===== config.mk =====
export PLATFORM = sky130hd
export DESIGN_NAME = cla8_shared_add_sched
export DESIGN_NICKNAME = d
export VERILOG_FILES = /design/src/rtl/cla8_shared_add_sched.sv
export SDC_FILE = /design/constraint.sdc
export NUM_CORES = 1
export LEC_CHECK = 0
export BUFFER_PORTS_ARGS = -buffer_cell sky130_fd_sc_hd__clkbuf_2
export CAP_MARGIN = 5
export CORE_ASPECT_RATIO = 1.4
export CORE_MARGIN = 4
export CORE_UTILIZATION = 53
export CTS_BUF_LIST = sky130_fd_sc_hd__clkbuf_8
export DETAILED_ROUTE_END_ITERATION = 12
export GPL_TIMING_DRIVEN = 1
export MAX_ROUTING_LAYER = met4
export PLACE_DENSITY_LB_ADDON = 0.2
export SYNTH_ARGS = -nofsm -noshare
export SYNTH_HDL_FRONTEND = slang
export SYNTH_SLANG_ARGS = --single-unit
export TNS_END_PERCENT = 20

===== constraint.sdc =====
create_clock -name clk -period 3.5 [get_ports clk]
set_input_delay 0.7 -clock clk [delete_from_list [all_inputs] [get_ports clk]]
set_output_delay 0.7 -clock clk [all_outputs]
set_load 0.02 [all_outputs]

===== src/rtl/cla8_shared_add_sched.sv =====
// Two-requester adder that time-shares one 8-bit carry-lookahead slice, one byte per clock,
// with round-robin arbitration and a valid/ready response port.

module carry_lookahead_adder_8 (
  input  logic [7:0] a,
  input  logic [7:0] b,
  input  logic       cin,
  output logic [7:0] sum,
  output logic       cout
);

  logic [7:0] g;
  logic [7:0] p;
  logic [8:0] c;
  logic       prod;
  logic       term;
  logic       acc;

  assign g = a & b;
  assign p = a ^ b;

  // Each carry is a flat sum of generate/propagate products; no carry feeds another carry.
  always_comb begin
    c    = '0;
    prod = 1'b0;
    term = 1'b0;
    acc  = 1'b0;
    c[0] = cin;
    for (int i = 0; i < 8; i++) begin
      prod = cin;
      for (int j = 0; j <= i; j++) begin
        prod = prod & p[j];
      end
      acc = prod;
      for (int j = 0; j <= i; j++) begin
        term = g[j];
        for (int k = j + 1; k <= i; k++) begin
          term = term & p[k];
        end
        acc = acc | term;
      end
      c[i+1] = acc;
    end
  end

  assign sum  = p ^ c[7:0];
  assign cout = c[8];

endmodule

module cla8_shared_add_sched #(
  parameter int unsigned WIDTH = 32
) (
  input  logic             clk,
  input  logic             rst_n,
  input  logic             req0_valid,
  output logic             req0_ready,
  input  logic [WIDTH-1:0] req0_a,
  input  logic [WIDTH-1:0] req0_b,
  input  logic             req0_cin,
  input  logic             req1_valid,
  output logic             req1_ready,
  input  logic [WIDTH-1:0] req1_a,
  input  logic [WIDTH-1:0] req1_b,
  input  logic             req1_cin,
  output logic             rsp_valid,
  input  logic             rsp_ready,
  output logic [WIDTH-1:0] rsp_sum,
  output logic             rsp_cout,
  output logic             rsp_id
);

  localparam int unsigned NB   = WIDTH / 8;
  localparam int unsigned IdxW = (NB > 1) ? $clog2(NB) : 1;
  localparam logic [IdxW-1:0] LastIdx = IdxW'(NB - 1);

  typedef enum logic [1:0] {StIdle, StAdd, StDone} state_e;

  state_e           state_q, state_d;
  logic [WIDTH-1:0] a_q, a_d;
  logic [WIDTH-1:0] b_q, b_d;
  logic [WIDTH-1:0] sum_q, sum_d;
  logic             carry_q, carry_d;
  logic [IdxW-1:0]  idx_q, idx_d;
  logic             id_q, id_d;
  logic             ptr_q, ptr_d;

  logic             grant;
  logic             accept;
  logic [7:0]       slice_a;
  logic [7:0]       slice_b;
  logic [7:0]       slice_sum;
  logic             slice_cout;

  // ptr_q holds the last served requester; a tie goes to the other one.
  always_comb begin
    grant = 1'b0;
    if (req0_valid && req1_valid) begin
      grant = ~ptr_q;
    end else begin
      grant = req1_valid;
    end
  end

  assign req0_ready = rst_n && (state_q == StIdle) && req0_valid && !grant;
  assign req1_ready = rst_n && (state_q == StIdle) && req1_valid && grant;
  assign accept     = req0_ready || req1_ready;

  always_comb begin
    slice_a = '0;
    slice_b = '0;
    for (int s = 0; s < NB; s++) begin
      if (idx_q == IdxW'(s)) begin
        slice_a = a_q[8*s +: 8];
        slice_b = b_q[8*s +: 8];
      end
    end
  end

  carry_lookahead_adder_8 u_cla (
    .a    (slice_a),
    .b    (slice_b),
    .cin  (carry_q),
    .sum  (slice_sum),
    .cout (slice_cout)
  );

  always_comb begin
    state_d = state_q;
    a_d     = a_q;
    b_d     = b_q;
    sum_d   = sum_q;
    carry_d = carry_q;
    idx_d   = idx_q;
    id_d    = id_q;
    ptr_d   = ptr_q;
    case (state_q)
      StIdle: begin
        if (accept) begin
          a_d     = grant ? req1_a : req0_a;
          b_d     = grant ? req1_b : req0_b;
          carry_d = grant ? req1_cin : req0_cin;
          id_d    = grant;
          idx_d   = '0;
          state_d = StAdd;
        end
      end
      StAdd: begin
        for (int s = 0; s < NB; s++) begin
          if (idx_q == IdxW'(s)) begin
            sum_d[8*s +: 8] = slice_sum;
          end
        end
        carry_d = slice_cout;
        // The index parks on the last slice rather than wrapping.
        if (idx_q == LastIdx) begin
          state_d = StDone;
        end else begin
          idx_d = idx_q + IdxW'(1);
        end
      end
      StDone: begin
        if (rsp_ready) begin
          state_d = StIdle;
          ptr_d   = id_q;
        end
      end
      default: state_d = StIdle;
    endcase
  end

  always_ff @(posedge clk or negedge rst_n) begin
    if (!rst_n) begin
      state_q <= StIdle;
      a_q     <= '0;
      b_q     <= '0;
      sum_q   <= '0;
      carry_q <= 1'b0;
      idx_q   <= '0;
      id_q    <= 1'b0;
      ptr_q   <= 1'b1;
    end else begin
      state_q <= state_d;
      a_q     <= a_d;
      b_q     <= b_d;
      sum_q   <= sum_d;
      carry_q <= carry_d;
      idx_q   <= idx_d;
      id_q    <= id_d;
      ptr_q   <= ptr_d;
    end
  end

  assign rsp_valid = (state_q == StDone);
  assign rsp_sum   = sum_q;
  assign rsp_cout  = carry_q;
  assign rsp_id    = id_q;

endmodule


==> results_dict.tcl <==
set metrics [dict create \
    gr-total-overflow 0 \
    critPathKind "reg -> reg" \
    post_drt_wl_per_cell_um 15.96 \
    ant_nets 0 \
    antenna_found_initial 0 \
    drive_gt1_frac 0.2859 \
    netlist_instances 562 \
    drc 0 \
    cts.clk_slew.worst_paths_ns 0.09 \
    synthesis.area_mm2 0.005451 \
    reg2reg_slack_ns 0.27 \
    antenna_cells 0 \
    holdBufCountCts 0 \
    crit_top_cell "ha_1" \
    crit_arrival_ns 3.54 \
    critPathSlowestCell "or4_1" \
    ios 172 \
    endpoint "rsp_sum[13]" \
    hold_viol 0 \
    dp_hpwl_um 10540 \
    period_share 0.9230 \
    finalWirelength_um 13600 \
    switching_share 0.4733 \
    via_per_inst 5.467 \
    htree_levels 3 \
    setup.worst_path.start "idx_q[1]" \
    synth.distinct_cells 38 \
    row_count 43 \
    cp-end-kind "flop" \
    syn_to_final_growth_pct 20.68 \
    crit_fanout 14 \
    start_kind "flop" \
    yosysWarningCount 0 \
    tritoncts "yes" \
    status "finished, final reports clean" \
    cap_violations 0 \
    hold_path_class "in -> async" \
    port_buffers 171 \
    clockBufferDepth 2 \
    path_cells "inv_1 > ha_1 > nor2b_1 > a221oi_1 > nor3_1 > a21o_1 > ha_1 > ha_1 > o21ai_1 > a21oi_2 > or4_1 > nand3_1" \
    tightestPinTransition_ns 0.9050 \
    worstReg2RegStart "idx_q[1]" \
    routabilityCongestion 0.8954 \
    cp.depth 12 \
    final_core_util 0.6574 \
    grt_pass1_wl_um 22070 \
    worst_path_dominant_cell_family "compound AO/OA/AOI/OAI gates" \
    clkLatencyLatePin_ns 0.37 \
    grt_usage 0.2403 \
    instances_no_fill 852 \
    setup_tns_ns 0 \
    start_util 0.5448 \
    crit_path_max_incr_delay_ns 0.55 \
    grt_max_degree 77 \
    setup_slack_ns 0.2696 \
    cp_data_required_time_ns 3.81 \
    synth_nets 711 \
    rsz0062_at_grt "false" \
    clkPwrFrac 0.112 \
    cts_buffers 9 \
    ys_ff_latch 103 \
    vdd_ir_drop_max_mv 0.4735 \
    setup_violations 0 \
    fp.dieW_um 93.72 \
    die_area_mm2 0.01200 \
    crit_buf_inv 1 \
    cts_sinks 103 \
    reg2reg_depth 12 \
    cts-resized-gates 0 \
    async_reset_ff_frac 1.000 \
    synth_edf_count 0 \
    postCtsSetupBuffers 0 \
    p_comb_frac 0.567 \
    drt_pass1_iterations 4 \
    min_period_ns 3.230 \
    p_leak_nw 3.176 \
    ys.flop_type "dfrtp_1" \
    internal-power_mw 3.583 \
    die_h_um 128 \
    core-area_mm2 0.01001 \
    drtIter0Drc 237 \
    avgSynthCellArea_um2 9.700 \
    vias 4658 \
    reg2reg_to "rsp_sum[13]" \
    num-nets-final 862 \
    first_global_vias 4696 \
    clock.fmax_mhz 309.6 \
    fin_skew_ns 0.007917 \
    p_switching_mw 3.219 \
    p_seq_frac 0.321 \
    dp_cells 837 \
    p_per_area_mw_per_mm2 1034 \
    final_max_slew_viol_count 0 \
    cts_root_buffer "clkbuf_8" \
    preCtsSetupSlack_ns 0.1106 \
    ys_seq_area_frac 0.4730 \
    slew-limit-headroom 0.3926 \
]
-- sequential cells by signal, indices dropped and copies added, names as in the netlist --
register / flops
b_q: 32
a_q: 32
rsp_id: 1
rsp_cout: 1
idx_q: 2
ptr_q: 1
state_q: 2
rsp_sum: 32
-- worst register-to-register path, cell delays in order, from the launching register on --
cell and delay [ns]:
dfrtp_1 0.42, inv_1 0.11, ha_1 0.29, nor2b_1 0.14, a221oi_1 0.35, nor3_1 0.11, a21o_1 0.17, ha_1 0.27
ha_1 0.18, o21ai_1 0.27, a21oi_2 0.22, or4_1 0.56, nand3_1 0.10
-- synthesized netlist by cell type, types with 6 or more instances --
library cell | number | area share
a211oi_1 | 7 | 0.0096
a21oi_1 | 64 | 0.059
a221oi_1 | 15 | 0.024
buf_2 | 18 | 0.017
buf_4 | 6 | 0.0083
clkbuf_1 | 13 | 0.0090
dfrtp_1 | 102 | 0.47
ha_1 | 13 | 0.030
mux2i_1 | 66 | 0.12
nand2_1 | 55 | 0.038
nand2b_1 | 7 | 0.0080
nand3_1 | 8 | 0.0073
nor2_1 | 66 | 0.045
nor2b_1 | 16 | 0.018
o21ai_0 | 26 | 0.024
o31ai_1 | 29 | 0.040
-- per-layer routing --
metal	global-route usage	part of all wire
met1	0.2923	0.40
met2	0.4069	0.53
met3	0.02760	0.050
met4	0.09524	0.022
met5	-	0
-- power by group through the flow --
stage | Combinational, mW | Clock [mW] | Sequential (mW)
after CTS | 3.81 | 0.769 | 2.19
final | 3.85 | 0.761 | 2.19
after floorplan | 2.65 | 0 | 2.27
after detailed placement | 3.79 | 0 | 2.21
after global routing | 4.31 | 0.821 | 2.25
after global placement | 3.65 | 0 | 2.21
-- cell usage in the layout (no fill, tap or decap), types with 15 or more instances in the layout --
| master | Yosys | layout |
|---|---|---|
| a21oi_1 | 64 | 63 |
| nand2_1 | 55 | 55 |
| clkbuf_2 | 0 | 170 |
| a221oi_1 | 15 | 15 |
| o21ai_0 | 26 | 26 |
| nor2b_1 | 16 | 16 |
| o31ai_1 | 29 | 29 |
| nor2_1 | 66 | 66 |
| dfrtp_1 | 102 | 102 |
| mux2i_1 | 66 | 66 |
-- stage by stage --
step                power [mW]  hold slack [ns]  area (um2)
floorplan                4.926           0.4044        5451
global placement         5.853           0.4595        6372
detailed placement       6.006           0.4657        6372
CTS                      6.774           0.4611        6570
global route             7.385           0.4972        6579
finish                   6.802           0.4516        6579
-- cell type report --
| type | count | area, um2 |
|---|---|---|
| multi-input cells | 413 | 2656 |
| repair buffers | 181 | 958.4 |
| clock inverters | 4 | 46.29 |
| inverters | 5 | 18.77 |
| clock buffers | 11 | 151.4 |
| flip-flops and latches | 103 | 2579 |
| well taps | 135 | 168.9 |
| fillers | 857 | 3428 |
-- cell families after synthesis --
kind of cell | share of synthesized area
flops | 0.4730
xor+xnor | 0.003214
fa+ha+maj | 0.03351
simple gates | 0.1474
buf+inv | 0.04407
compound gates | 0.1735
mux | 0.1253
-- worst min-delay path by stage --
stage,from,end,slack [ns],cells after the start
after floorplan,rst_n,a_q[0],0.40,0
after global placement,rsp_sum[17],rsp_sum[17],0.46,2
after detailed placement,rsp_sum[7],rsp_sum[7],0.47,2
after CTS,rst_n,b_q[31],0.46,2
after global routing,rst_n,state_q[1],0.50,2
final,rst_n,a_q[0],0.45,2
No activity file was read; power rests on OpenSTA's default activity.
